<file path="config.mk">
export PLATFORM = sky130hd
export DESIGN_NAME = uart_tx_framer
export DESIGN_NICKNAME = d
export VERILOG_FILES = /design/src/rtl/uart_tx_framer.sv
export SDC_FILE = /design/constraint.sdc
export NUM_CORES = 1
export LEC_CHECK = 0
export CAP_MARGIN = 10
export CORE_UTILIZATION = 46
export CTS_BUF_LIST = sky130_fd_sc_hd__clkbuf_16
export DETAILED_ROUTE_END_ITERATION = 10
export PLACE_DENSITY = 0.75
export SYNTH_ARGS = -nofsm -noshare
export SYNTH_HDL_FRONTEND = slang
export SYNTH_SLANG_ARGS = --single-unit
</file>
<file path="constraint.sdc">
create_clock -name clock -period 6.2 [get_ports clock]
set_input_delay 1.86 -clock clock [delete_from_list [all_inputs] [get_ports clock]]
set_output_delay 1.86 -clock clock [all_outputs]
set_load 0.05 [all_outputs]
</file>
<file path="src/rtl/uart_tx_framer.sv">
// rtl/uart_tx_framer.sv - UART transmit framer: start, data, optional parity, stop bits paced by baud_tick
`timescale 1ns/1ps
module uart_tx_framer #(
    parameter int DATA_WIDTH = 8,
    parameter int STOP_BITS  = 1,
    parameter int LSB_FIRST  = 1
) (
    input  logic                  clock,
    input  logic                  reset,
    input  logic                  baud_tick,
    input  logic                  tx_valid,
    output logic                  tx_ready,
    input  logic [DATA_WIDTH-1:0] tx_data,
    input  logic [1:0]            parity_type,
    output logic                  tx,
    output logic                  parity_bit,
    output logic                  busy,
    output logic                  done
);
    typedef enum logic [2:0] {
        IDLE   = 3'd0,
        LOAD   = 3'd1,
        START  = 3'd2,
        DATA   = 3'd3,
        PARITY = 3'd4,
        STOP   = 3'd5
    } state_t;

    localparam logic [3:0] LAST_BIT  = 4'(DATA_WIDTH - 1);
    localparam logic       LAST_STOP = 1'(STOP_BITS - 1);

    state_t                state, state_next;
    logic [DATA_WIDTH-1:0] data_reg;
    logic [DATA_WIDTH-1:0] ordered;
    logic [1:0]            ptype_reg;
    logic [3:0]            bit_cnt, bit_cnt_next;
    logic                  stop_cnt, stop_cnt_next;
    logic                  done_next;
    logic                  accept;
    logic                  data_bit;

    // Holding ready low during the done cycle guarantees one idle clock between frames.
    assign tx_ready = (state == IDLE) && !done;
    assign busy     = (state != IDLE);
    assign accept   = tx_valid && tx_ready;

    always_comb begin
        ordered = '0;
        for (int i = 0; i < DATA_WIDTH; i++) begin
            ordered[i] = (LSB_FIRST != 0) ? data_reg[i] : data_reg[DATA_WIDTH-1-i];
        end
    end

    assign data_bit = |(ordered & (DATA_WIDTH'(1) << bit_cnt));

    always_comb begin
        case (ptype_reg)
            2'b01:   parity_bit = ~(^data_reg);
            2'b10:   parity_bit = ^data_reg;
            2'b11:   parity_bit = 1'b1;
            default: parity_bit = 1'b0;
        endcase
    end

    always_comb begin
        case (state)
            START:   tx = 1'b0;
            DATA:    tx = data_bit;
            PARITY:  tx = parity_bit;
            default: tx = 1'b1;
        endcase
    end

    always_comb begin
        state_next    = state;
        bit_cnt_next  = bit_cnt;
        stop_cnt_next = stop_cnt;
        done_next     = 1'b0;
        case (state)
            IDLE: begin
                if (accept) state_next = LOAD;
            end
            LOAD: begin
                if (baud_tick) state_next = START;
            end
            START: begin
                if (baud_tick) begin
                    state_next   = DATA;
                    bit_cnt_next = 4'd0;
                end
            end
            DATA: begin
                if (baud_tick) begin
                    if (bit_cnt == LAST_BIT) begin
                        state_next    = (ptype_reg == 2'b00) ? STOP : PARITY;
                        stop_cnt_next = 1'b0;
                    end else begin
                        bit_cnt_next = bit_cnt + 4'd1;
                    end
                end
            end
            PARITY: begin
                if (baud_tick) begin
                    state_next    = STOP;
                    stop_cnt_next = 1'b0;
                end
            end
            STOP: begin
                if (baud_tick) begin
                    if (stop_cnt == LAST_STOP) begin
                        state_next = IDLE;
                        done_next  = 1'b1;
                    end else begin
                        stop_cnt_next = 1'b1;
                    end
                end
            end
            default: state_next = IDLE;
        endcase
    end

    always_ff @(posedge clock) begin
        if (reset) begin
            state     <= IDLE;
            data_reg  <= '0;
            ptype_reg <= 2'b00;
            bit_cnt   <= 4'd0;
            stop_cnt  <= 1'b0;
            done      <= 1'b0;
        end else begin
            state    <= state_next;
            bit_cnt  <= bit_cnt_next;
            stop_cnt <= stop_cnt_next;
            done     <= done_next;
            if (accept) begin
                data_reg  <= tx_data;
                ptype_reg <= parity_type;
            end
        end
    end
endmodule

</file>
==> results of run 1 <==
==> cell families after synthesis <==
logic type      count (synthesis)  share of synthesized area (%)
simple gates                   48                           23.5
compound gates                 27                           17.6
buf+inv                        13                           5.81
fa+ha+maj                       6                           7.58
xor+xnor                        8                           7.07
mux                             2                           2.15
flops                          18                           36.4
==> area by class of cell <==
type	instances	area, um^2
multi-input cells	91	573
flip-flops and latches	18	360
clock inverters	1	3.75
repair buffers	19	188
fillers	176	749
clock buffers	3	75.1
well taps	27	33.8
inverters	5	18.8
==> worst paths after layout <==
kind	startpoint	to	slack [ps]	cells past startpoint
setup / recovery	bit_cnt[0]	tx	1740	8
hold / removal	ptype_reg[1]	ptype_reg[1]	470	2
setup reg to reg	state[0]	state[0]	4160	6
hold reg to reg	ptype_reg[1]	ptype_reg[1]	470	2
==> layout by cell type (no fill, tap or decap), types with 2 or more instances in the layout <==
| cell type | n |
|---|---|
| a21oi_1 | 14 |
| a22oi_1 | 2 |
| a32oi_1 | 2 |
| clkbuf_16 | 3 |
| clkdlybuf4s50_1 | 18 |
| dfxtp_1 | 18 |
| ha_1 | 6 |
| inv_1 | 5 |
| nand2_1 | 16 |
| nand2b_1 | 2 |
| nand3_1 | 12 |
| nor2_1 | 9 |
| o21ai_0 | 2 |
| or3_1 | 2 |
| xnor2_1 | 7 |
==> synthesized netlist by cell type (all sizes together) (2+ instances only) <==
cell     n
a22oi    2
nor2     9
nand2   16
or3      2
inv      5
nand2b   2
dfxtp   18
clkbuf   5
a32oi    2
xnor2    7
buf      3
o21ai    2
a21oi   14
ha       6
nand3   12
==> metal layers <==
metal	global-route usage, %	vias to the layer above	wire length, um
met5	0	-	0
met2	35.7	30	1110
met3	3.14	6	98
li1	-	461	-
met4	11.3	0	46
met1	23.4	427	920
==> tightest hold or removal path, stage by stage, from the launching register on <==
cell and delay [ps]:
dfxtp_1 320, nand2_1 50, a21oi_1 60
==> through the flow <==
stage                     std cells  hold slack, ps
after detailed placement        160             467
after global routing            164             510
final                           164             475
after floorplan                 122             446
after global placement          160             459
after CTS                       164             475
==> power by group <==
part	internal [mW]	leakage (nW)	switching (mW)	total, mW
logic	0.0983	0.260	0.137	0.235
clock network	0.0857	0.0385	0.0434	0.129
registers	0.135	0.147	0.0247	0.159
==> flow_summary.ini, run 1 <==
[synthesis]
syn_area_um2 = 991
netlist_top_cells_area = dfxtp_1 (36%), ha_1 (7.6%), a21oi_1 (7.1%)
ys_ff_latch = 18
yosysWarnings = 0
seq_area_frac_synth_pct = 36.4
synth_top_area_share_pct = 36.4
avgSynthCellArea_um2 = 8.12
synthArstFlopShare_pct = 0
synth_area_leader_cell = dfxtp_1
synthDistinctLibCells = 34
synth_flop_cell = dfxtp_1
synthesis.instances = 122
synth_edf_count = 0
synth_nets = 142

[floorplanning]
start_util_pct = 49.5
die_x_um = 48.4
dieArea_mm2 = 0.00234
die-height_um = 48.4
fp-row-count = 16
fp.coreArea_mm2 = 0.00200
ios = 19

[route]
postRouteAntennaNets = 0
viasPerCell = 5.63
routedWlPerCell_um = 13.3
vias = 924
drt-total-wl_um = 2170
drc = 0
drt-initial-drc-count = 22
first_pass_iters = 4

[critical_path]
slowest_stage = clkdlybuf4s50_1
cpPeakStageDelay_ps = 700
cp.arrival_ps = 2600
cp.required_ps = 4340
crit_buf_inv = 2
path_class = register to primary output
path_delay_family = compound AO/OA/AOI/OAI gates
critical_path.cell_chain = inv_1 > ha_1 > a22oi_1 > a32oi_1 > a221oi_1 > nor3b_1 > o22a_1 > clkdlybuf4s50_1
end_kind = primary output
crit_fanout = 5
start_kind = register

[sta]
grt_setup_unrepaired = false
fmax_mhz = 224
timing.final.setup_violations = 0
hold_viol_final = 0
tns_ps = 0
slew_headroom_pct = 55.5
period_share_pct = 72.0
worst_slew_pin_slew_ps = 665
period_needed_ps = 4460
fin_skew_ps = 1.50
fin_ws_ps = 1740
slew_viol_final = 0

[clocking]
post_cts_buffers = 0
cts_resized = 0
worstSkewPairLatency_ps = 250
cts_root_buffer = clkbuf_16
clock_path_buffers = 2
hold_buffers = 0
cts-buffers-inserted = 3
cts_tree = done
cts.sinks = 18
worst_setup_hold_path_clk_slew_ps = 50
cts_max_level = 1

[grt]
grt_max_degree = 19
grt-ovfl-total = 0
grt_pass1_wl_um = 3690
antenna_found_initial = 0
grt_usage_pct = 20.3
first_global_vias = 862

[final_layout]
largest_register_ffs = 8
area_growth_pct = 26.4
final_area_mm2 = 0.00125
final_nets = 158
utilization_pct = 62.6
diodes = 0
drive_above_1_share_pct = 4.38

[placement]
postPlaceCellArea_mm2 = 0.00117
pre_cts_slack_ps = 2090
gp_congestion = 0.788
place.port_buffers = 18
hpwlAfterDp_um = 1500

[outcome]
outcome = completed

[flow_run]
cap_violations = 0

[pwr]
power_per_cell_area_mw_per_mm2 = 418
fin_total_pwr_uw = 524
cellLeakagePower_nw = 0.445
ir_worst_vdd_uv = 328

[hold_path]
min_path_type = register to register
Power figures use the tool's default switching activity.
==> run 2, diff against run 1 <==
==> constraint.sdc (replaced) <==
create_clock -name clock -period 4.33 [get_ports clock]
set_input_delay 1.299 -clock clock [delete_from_list [all_inputs] [get_ports clock]]
set_output_delay 1.299 -clock clock [all_outputs]
set_load 0.05 [all_outputs]
==> results of run 2 <==
The final DEF is identical to that of run 1. Status: completed.
Among the figures that moved: setup slack after placement 2090 ps -> 784 ps; setup slack after layout 1740 ps -> 427 ps; register-to-register setup slack 4160 ps -> 2290 ps; total power 0.524 mW -> 0.750 mW; worst IR drop on VDD 328 uV -> 470 uV
==> run 3, diff against run 2 <==
--- a/config.mk
+++ b/config.mk
@@ -6,10 +6,12 @@
 export NUM_CORES = 1
 export LEC_CHECK = 0
 export CAP_MARGIN = 10
+export CORE_ASPECT_RATIO = 1.1
 export CORE_UTILIZATION = 46
 export CTS_BUF_LIST = sky130_fd_sc_hd__clkbuf_16
 export DETAILED_ROUTE_END_ITERATION = 10
 export PLACE_DENSITY = 0.75
+export SLEW_MARGIN = 20
 export SYNTH_ARGS = -nofsm -noshare
 export SYNTH_HDL_FRONTEND = slang
 export SYNTH_SLANG_ARGS = --single-unit
==> flow_summary.ini, run 3 (synthesis results as in run 1) <==
[outcome]
outcome = completed

[critical_path]
critical_path.cell_chain = inv_1 > ha_1 > a22oi_1 > a32oi_1 > a221oi_1 > nor3b_1 > o22a_1 > clkdlybuf4s50_1
r2r_cells = 6
start_kind = register
cp.required_ps = 3030
path_class = register to primary output
end_kind = primary output
cp.arrival_ps = 2510
slowest_stage = clkdlybuf4s50_1
cpPeakStageDelay_ps = 690
crit_fanout = 5

[placement]
hpwlAfterDp_um = 1510
postPlaceCellArea_mm2 = 0.00117
gp_congestion = 0.782
place.port_buffers = 18

[pwr]
ir_worst_vdd_uv = 278
power_per_cell_area_mw_per_mm2 = 597
cellLeakagePower_nw = 0.445

[clocking]
cts_root_buffer = clkbuf_16
cts_resized = 0
worst_setup_hold_path_clk_slew_ps = 50
cts.sinks = 18
cts-buffers-inserted = 3
worstSkewPairLatency_ps = 250
clock_path_buffers = 2
hold_buffers = 0
cts_tree = done
cts_max_level = 1
post_cts_buffers = 0

[route]
drt-total-wl_um = 2120
viasPerCell = 5.53
routedWlPerCell_um = 12.8
drc = 0
vias = 913
postRouteAntennaNets = 0
drt-initial-drc-count = 23
first_pass_iters = 4

[sta]
grt_setup_unrepaired = false
tns_ps = 0
slew_headroom_pct = 55.7
period_needed_ps = 3810
fmax_mhz = 263
fin_skew_ps = 3.87
hold_viol_final = 0
timing.hold.ws_ps = 475
slew_viol_final = 0
timing.final.setup_violations = 0
worst_slew_pin_slew_ps = 663
period_share_pct = 87.9

[flow_run]
cap_violations = 0

[grt]
grt_usage_pct = 20.7
antenna_found_initial = 0
first_global_vias = 845
grt_max_degree = 19
grt-ovfl-total = 0
grt_pass1_wl_um = 3500

[final_layout]
final_nets = 158
diodes = 0
mostFrequentLayoutCells = dfxtp_1 (18), clkdlybuf4s50_1 (18), nand2_1 (16)
drive_above_1_share_pct = 4.38
largest_register_ffs = 8
area_growth_pct = 26.5
final_area_mm2 = 0.00125

[floorplanning]
fp-row-count = 17
fp.coreArea_mm2 = 0.00202
ios = 19
die-height_um = 50.7
start_util_pct = 49.0
die_x_um = 46.3
dieArea_mm2 = 0.00234

[hold_path]
min_path_type = register to register
min_path_cells = 2
==> run 3: cell counts in the layout (fill, tap and decap cells not counted) <==
Identical to the previous run, type by type.
==> run 3: metal layers <==
metal | GRT usage (%) | routed length (um)
met3 | 3.24 | 72
met2 | 35.4 | 1080
met1 | 24.3 | 929
met5 | 0 | 0
met4 | 8.82 | 36
==> run 3: area by class of cell <==
cell class	instances	area, um^2
sequential	18	360
inverter	5	18.8
fill	175	767
timing repair buffer	19	188
clock buffer	3	75.1
tap	28	35.0
clock inverter	1	3.75
multi-input combinational	91	573
==> run 3: worst max-delay path, delay by kind of cell (launching register included) <==
family	cells	cell delay, ps
AO/OA/AOI/OAI	4	760
AND/OR/NAND/NOR	1	90
buffers and inverters	2	800
adder cells (fa/ha/maj)	1	230
flip-flops	1	390
==> run 3: power breakdown <==
group          leakage [nW]  internal, mW  switching, mW
Combinational         0.260         0.141          0.194
Clock                0.0385         0.123         0.0624
Sequential            0.147         0.193         0.0357
Total                 0.445         0.456          0.292
==> run 3: path summary, 6_finish.rpt <==
path | start | endpoint | slack [ps]
setup / recovery | bit_cnt[0] | tx | 520
hold / removal | ptype_reg[0] | ptype_reg[0] | 480
setup reg to reg | state[0] | state[0] | 2110
hold reg to reg | ptype_reg[0] | ptype_reg[0] | 480
==> run 3: metrics by stage <==
stage | std cells | util (%) | setup slack (ps) | power, mW
finish | 165 | 62.0 | 523 | 0.748
global route | 165 | 62.0 | 381 | 0.794
CTS | 165 | 62.0 | 521 | 0.751
detailed placement | 161 | 58.1 | 816 | 0.564
global placement | 161 | 58.1 | 872 | 0.557
floorplan | 122 | - | 1350 | 0.475
